==> src/rtl/inst_issue_ctrl.sv <==
// In-order instruction issue queue with per-register busy scoreboarding.
// Instructions are queued FIFO and the head issues once its registers are clear.
module inst_issue_ctrl #(
  parameter int DEPTH = 4,
  parameter int LAT   = 3,
  parameter int NREGS = 16,
  localparam int OPW  = 8,
  localparam int DW   = 16,
  localparam int RW   = $clog2(NREGS),
  localparam int CW   = $clog2(DEPTH) + 1
) (
  input  logic           clock,
  input  logic           reset,
  input  logic           in_valid,
  output logic           in_ready,
  input  logic [OPW-1:0] in_opcode,
  input  logic [DW-1:0]  in_imm,
  input  logic [RW-1:0]  in_src1,
  input  logic [RW-1:0]  in_src2,
  input  logic [RW-1:0]  in_dst,
  output logic           instv,
  output logic [OPW-1:0] opcode,
  output logic [DW-1:0]  imm,
  output logic [RW-1:0]  src1,
  output logic [RW-1:0]  src2,
  output logic [RW-1:0]  dst,
  output logic           stall,
  output logic [CW-1:0]  count
);

  localparam int PW = (DEPTH > 1) ? $clog2(DEPTH) : 1;

  typedef struct packed {
    logic [OPW-1:0] op;
    logic [DW-1:0]  imm;
    logic [RW-1:0]  src1;
    logic [RW-1:0]  src2;
    logic [RW-1:0]  dst;
  } entry_t;

  entry_t        mem_q [DEPTH];
  entry_t        head;
  entry_t        in_entry;
  entry_t        out_q, out_d;
  logic [PW-1:0] wr_ptr_q, wr_ptr_d;
  logic [PW-1:0] rd_ptr_q, rd_ptr_d;
  logic [CW-1:0] count_q, count_d;
  logic [2:0]    busy_q [NREGS];
  logic [2:0]    busy_d [NREGS];
  logic          instv_q, instv_d;
  logic          push, pop, issuable;

  // A counter of 1 expires at this edge, so a dependent instruction may issue
  // on it; this yields exactly LAT-1 bubbles behind a producer.
  function automatic logic reg_blocked(input logic [2:0] b);
    return b > 3'd1;
  endfunction

  always_comb begin
    in_entry = '{op: in_opcode, imm: in_imm, src1: in_src1, src2: in_src2, dst: in_dst};
    head     = mem_q[rd_ptr_q];
    in_ready = !reset && (count_q != CW'(DEPTH));
    push     = in_valid && in_ready;
    issuable = (count_q != '0)
               && !reg_blocked(busy_q[head.src1])
               && !reg_blocked(busy_q[head.src2])
               && !reg_blocked(busy_q[head.dst]);
    pop      = issuable;
    stall    = (count_q != '0) && !issuable;
  end

  always_comb begin
    wr_ptr_d = push ? wr_ptr_q + PW'(1) : wr_ptr_q;
    rd_ptr_d = pop  ? rd_ptr_q + PW'(1) : rd_ptr_q;
    count_d  = count_q + CW'(push) - CW'(pop);
    instv_d  = pop;
    out_d    = pop ? head : out_q;
  end

  always_comb begin
    for (int i = 0; i < NREGS; i++) begin
      busy_d[i] = busy_q[i];
      if (pop && (head.dst == RW'(i))) begin
        busy_d[i] = 3'(LAT);
      end else if (busy_q[i] != 3'd0) begin
        busy_d[i] = busy_q[i] - 3'd1;
      end
    end
  end

  always_ff @(posedge clock) begin
    if (reset) begin
      wr_ptr_q <= '0;
      rd_ptr_q <= '0;
      count_q  <= '0;
      instv_q  <= 1'b0;
      out_q    <= '0;
      for (int i = 0; i < NREGS; i++) begin
        busy_q[i] <= 3'd0;
      end
    end else begin
      wr_ptr_q <= wr_ptr_d;
      rd_ptr_q <= rd_ptr_d;
      count_q  <= count_d;
      instv_q  <= instv_d;
      out_q    <= out_d;
      for (int i = 0; i < NREGS; i++) begin
        busy_q[i] <= busy_d[i];
      end
    end
  end

  // Queue storage needs no reset: entries are only read once count covers them.
  always_ff @(posedge clock) begin
    if (push) begin
      mem_q[wr_ptr_q] <= in_entry;
    end
  end

  assign instv  = instv_q;
  assign opcode = out_q.op;
  assign imm    = out_q.imm;
  assign src1   = out_q.src1;
  assign src2   = out_q.src2;
  assign dst    = out_q.dst;
  assign count  = count_q;

endmodule

==> config.mk <==
export PLATFORM = sky130hd
export DESIGN_NAME = inst_issue_ctrl
export DESIGN_NICKNAME = d
export VERILOG_FILES = /design/src/rtl/inst_issue_ctrl.sv
export SDC_FILE = /design/constraint.sdc
export NUM_CORES = 1
export LEC_CHECK = 0
export ABC_AREA = 1
export CAP_MARGIN = 10
export CORE_UTILIZATION = 63
export CTS_CLUSTER_DIAMETER = 150
export DETAILED_ROUTE_END_ITERATION = 8
export PLACE_DENSITY = 0.94
export SLEW_MARGIN = 20
export SYNTH_ARGS = -nofsm -noshare
export SYNTH_HDL_FRONTEND = slang
export SYNTH_SLANG_ARGS = --single-unit
==> constraint.sdc <==
create_clock -name clock -period 5.25 [get_ports clock]
set_input_delay 1.05 -clock clock [delete_from_list [all_inputs] [get_ports clock]]
set_output_delay 1.05 -clock clock [all_outputs]
set_load 0.05 [all_outputs]
[Word-level counts from Yosys, hierarchy flattened]
Memories as Yosys holds them, arrays and structs flattened. A register that Yosys moved wholly into a read port is not among the register bits.
Index checks and enable logic that the tools add are counted.
Cells by class
  multipliers: 0
  magnitude comparators: 3
  shift operators: 0
  mux-type cells: 55
  bitwise gates (word level): 16
  divide/modulo/power cells: 0
  $add $sub $neg: 20
  eq/ne operators: 16
  reductions and logical operators: 45
Operators by type and width (number)
  $mux W3: 48
  $reduce_bool A3 Y1: 17
  $sub A3 B1 Y3 const B: 16
  $eq A4 B4 Y1 const B: 8
  $logic_and A1 B1 Y1: 22
  $eq A4 B3 Y1 const B: 4
  $or A1 B1 Y1: 16
  $gt A3 B1 Y1 const B: 3
  $eq A4 B2 Y1 const B: 2
  $logic_not A1 Y1: 5
  $mux W1: 5
  $add A2 B1 Y2 const B: 2
  $eq A4 B1 Y1 const B: 1
  $logic_not A4 Y1: 1
  $mux W2: 2
  $add A3 B1 Y3: 1
  $ne A3 B3 Y1 const B: 1
  $sub A3 B1 Y3: 1
Word-level totals
  memory bits (writable): 192
  input bits: 39
  register bits: 44
  output and inout port bits: 42
  memories: 2
  bits in latches: 0
  word-level logic and storage cells: 166
  memory bits (read-only): 0
Memory list
  mem_q: words 4, bits a word 36, rd ports 1, clocked after Yosys merged registers in 1, wr ports 1, RTL line 41  | entry_t mem_q [DEPTH];
  busy_q: words 16, bits a word 3, rd ports 19, clocked after Yosys merged registers in 0, wr ports 16, RTL line 48  | logic [2:0] busy_q [NREGS];

[Logic depth before layout (Yosys ltp)]
An unclocked memory read counts as a cell.
  depth in word-level cells: 9
  depth in mapped cells: 24
  gate-level depth less buffers: 21

[Least setup slack after synthesis]
No wires, ideal clock.
  kind: input to register
  start: in reset
  end: mem mem_q[0][0] (netlist bit), enable pin
  data required time: 4.821 ns
  setup slack: 0.922 ns
  stages: 3
  setup time: 0.429 ns
  data arrival time: 3.899 ns
  path buffers: 0
  path through: a31oi_1 > nand2_1 > nor2_1
On the way
  cells in the longest elaborated chain, start to end: 5
Ends and longest elaborated chain
  from (decl): RTL line 13  | input logic reset,
  $logic_not A1 Y1: RTL line 62  | in_ready = !reset && (count_q != CW'(DEPTH));
  $logic_and A1 B1 Y1: RTL line 62
  $logic_and A1 B1 Y1: RTL line 63  | push = in_valid && in_ready;
  $mux W1: RTL line 115  | if (push) begin
  $mux W1 (not written as such): RTL line 116  | mem_q[wr_ptr_q] <= in_entry;
  to (decl): RTL line 41
No other way between the ends.

==> impl.org <==
** Synth
- For this run, the register share of the synthesized area comes to 0.602.
- A synthesized cell averages 9.51 µm².
- Net count after synthesis :: 1147
- Count of warnings emitted by yosys :: 0
- By area the synthesized netlist is led by edfxtp_1, dfxtp_1, nand2_1.
- Combined area of all synthesized cells :: 10300 µm²
- Number of synthesized register bits :: 238
- Of the post-synthesis cell area, the dominant cell type holds 0.419.
- Number of library cell types mapped by synthesis :: 32
- Synth area leader :: edfxtp_1
- Instance count of the mapped netlist :: 1085

** Worst setup path
- Crit path required time :: 4.20 ns
- Crit Path Category :: flop to output pin
- Data arrives at the worst endpoint at 3.88 ns.
- Along the worst path, the maximum fanout reaches 42.
- The worst setup path is launched from a flop.
- Type of element capturing the critical path :: output pin

** STA
- Setup repair after global routing left no endpoint under its margin.
- Hold Fails Final Rpt :: 0
- Worst Max-Slew Pin Slew :: 1.13 ns
- Timing would allow up to 0.203 GHz.
- Final Max Slew Viols :: 0
- Across all hold checks on the routed design, the worst slack comes to 0.476 ns.
- The clock arrives with 0.0152 ns of skew.
- Headroom to the max-slew limit came out at 0.245.
- Total of endpoints with negative setup slack in the final report :: 0
- Of the available clock period, the critical path in the final layout requires 0.939.
- For the final routed database, the setup TNS stands at 0 ns.
- Minimum clock period :: 4.93 ns

** Power and ir drop
- Psw :: 2.86 mW
- Of the total power, the share spent switching nets is 0.410.
- Largest voltage drop on the vdd net :: 0.380 mV
- For this design the static power due to leakage is 4.83 nW.
- Internal power :: 4.12 mW
- Dividing total power by cell area gives a power density of 580 nW/µm².
- Clock group share of total power :: 0.242
- Of the total power, combinational logic draws 0.410.
- Of the total power, registers draw 0.348.

** Detailed routing
- DRC viols :: 0
- In the final routed layout, each cell accounts on average for 19.0 µm.
- Number of nets still failing antenna checks after routing :: 0
- For this run, the detailed router's first-pass iteration total came to 5.
- Wires add up to 26.3 mm.
- Overall via count from detail_route :: 8324
- First DRT Iteration DRCs :: 818
- In the routed layout, each cell is associated on average with a via count of 6.00.

** Clock tree
- # clock sinks :: 238
- Clock H-tree levels :: 1
- TritonCTS clock tree :: built
- Number of buffers created by CTS :: 24
- Setup repair bufs after CTS :: 0
- Hold repair after CTS inserted 0 buffers.
- Count of instances resized after the clock tree is built :: 0
- The longest clock path from root to sink contains 3 buffers.
- In this run the clock root is driven by a clkbuf_16.
- After clock tree synthesis, the clock-pin slew on the worst setup and hold paths is 0.06 ns.
- For the worst-skew pair, the clock arrives at the later sink with an insertion delay of 0.52 ns.

** Place
- After legalization and detailed placement, the total HPWL measured 15.3 mm.
- At the end of routability-driven placement, the weighted congestion stood at 0.966.
- During placement, the flow inserted port buffers numbering 80.

** GRT
- Vias in the first global route :: 8267
- The number of antenna violations at the first check in global routing is 0.
- For this run the aggregate overflow at the end of global routing stands at 0.
- The first global-routing pass estimated 40.2 mm of wire.
- Entering global routing, the biggest net connects 75 pins.
- Across every metal layer, demand over resource in global routing totals 0.310.

** Floorplanning
- Number of top-level design ports :: 81
- The floorplan step defined a die boundary enclosing 16900 µm².
- The floorplan has 46 rows.
- The initial utilization of the core area, before any placement, comes to 0.647.
- CORE AREA :: 15900 µm²
- Chip Width :: 130 µm
- Die extent in y :: 130 µm

** Finish
- Compared with the post-synthesis result, the final layout area differs by 16.6%.
- Antenna cells :: 0
- Share of cells above drive strength 1 :: 0.0751
- The library cell used most frequently in the layout, excluding fill and tap cells, is nand2_1.
- Net count, final :: 1216
- The library cells used most frequently in the layout, excluding fill and tap cells, are nand2_1, edfxtp_1, nor2_1.

** Hold path
- Type of the worst min-delay path :: flop to flop

** Status
- Result of the run :: complete, no violations

** Flow run
- Max-cap violations in this run came to 0.
-- stage by stage --
stage	setup slack [ns]	power (mW)	utilization	instance area, µm²	cells
floorplan	0.922	4.54	-	10300	1085
global placement	1.08	5.06	0.703	11200	1341
detailed placement	0.878	5.19	0.703	11200	1341
CTS	0.441	6.90	0.751	12000	1384
global route	0.0531	7.35	0.755	12000	1387
finish	0.318	6.98	0.755	12000	1387
-- power groups by stage --
stage | registers, mW | logic [mW] | clock network, mW
floorplan | 2.73 | 1.81 | 0
global placement | 2.44 | 2.62 | 0
detailed placement | 2.46 | 2.73 | 0
CTS | 2.43 | 2.80 | 1.68
global route | 2.46 | 3.14 | 1.76
finish | 2.43 | 2.86 | 1.69
-- final timing paths --
kind	from	to	slack (ns)	cells after the start
setup / recovery	flop	stall	0.32	14
hold / removal	src2[3]$_SDFFE_PP0P_	src2[3]$_SDFFE_PP0P_	0.48	2
setup reg to reg	flop	count[2]$_SDFF_PP0_	0.75	20
hold reg to reg	src2[3]$_SDFFE_PP0P_	src2[3]$_SDFFE_PP0P_	0.48	2
-- routing by layer --
metal | share of wire | global-route usage | vias up
met5 | 0 | 0 | -
met4 | 0.040 | 0.148 | 0
met3 | 0.092 | 0.0574 | 96
met2 | 0.51 | 0.550 | 514
met1 | 0.36 | 0.365 | 3917
li1 | - | - | 3797
-- synth_stat cells, drive strengths merged --
cell type	count
nand3b	2
nand2	201
dfxtp	94
nand3	94
nor2	148
or2	19
nor3	12
o21ai	78
o22ai	24
xor2	18
o21bai	1
o211ai	3
edfxtp	144
a32oi	1
ha	22
a22oi	1
a21oi	56
a31oi	1
nand4	22
fa	1
clkbuf	19
inv	96
buf	28
-- critical path, cell delays in order (launching register included) --
cell and delay [ns]:
dfxtp_2 0.32, inv_2 0.44, buf_4 0.50, nand2_1 0.11
nand3_1 0.09, nand2_1 0.14, inv_1 0.15, nand2_1 0.07
nand3_1 0.10, nand3_1 0.11, nand2_2 0.34, nand3_2 0.53
nand2_1 0.22, inv_2 0.04, buf_4 0.18
-- state kept, by name, indices dropped and copies added (netlist names), named ones only --
name,flops
busy_q,48
count,3
dst,4
imm,16
instv,1
mem_q,144
opcode,8
rd_ptr_q,2
src1,4
src2,4
wr_ptr_q,2
-- area by class of cell --
type                       instances  area (µm²)
sequential                       238        6210
clock buffer                      28         637
multi-input combinational        704        3520
timing repair buffer              90         906
inverter                          96         360
tap                              216         270
clock inverter                    15         131
fill                             948        3910
-- cell families (layout without fill, tap and decap cells) --
family | count (synthesis) | after routing | share of synthesized area
simple gates | 498 | 498 | 0.209
fa+ha+maj | 23 | 23 | 0.0286
xor+xnor | 18 | 18 | 0.0153
compound gates | 165 | 165 | 0.0854
buf+inv | 143 | 229 | 0.0604
flops | 238 | 238 | 0.602
Power figures use the tool's default switching activity.
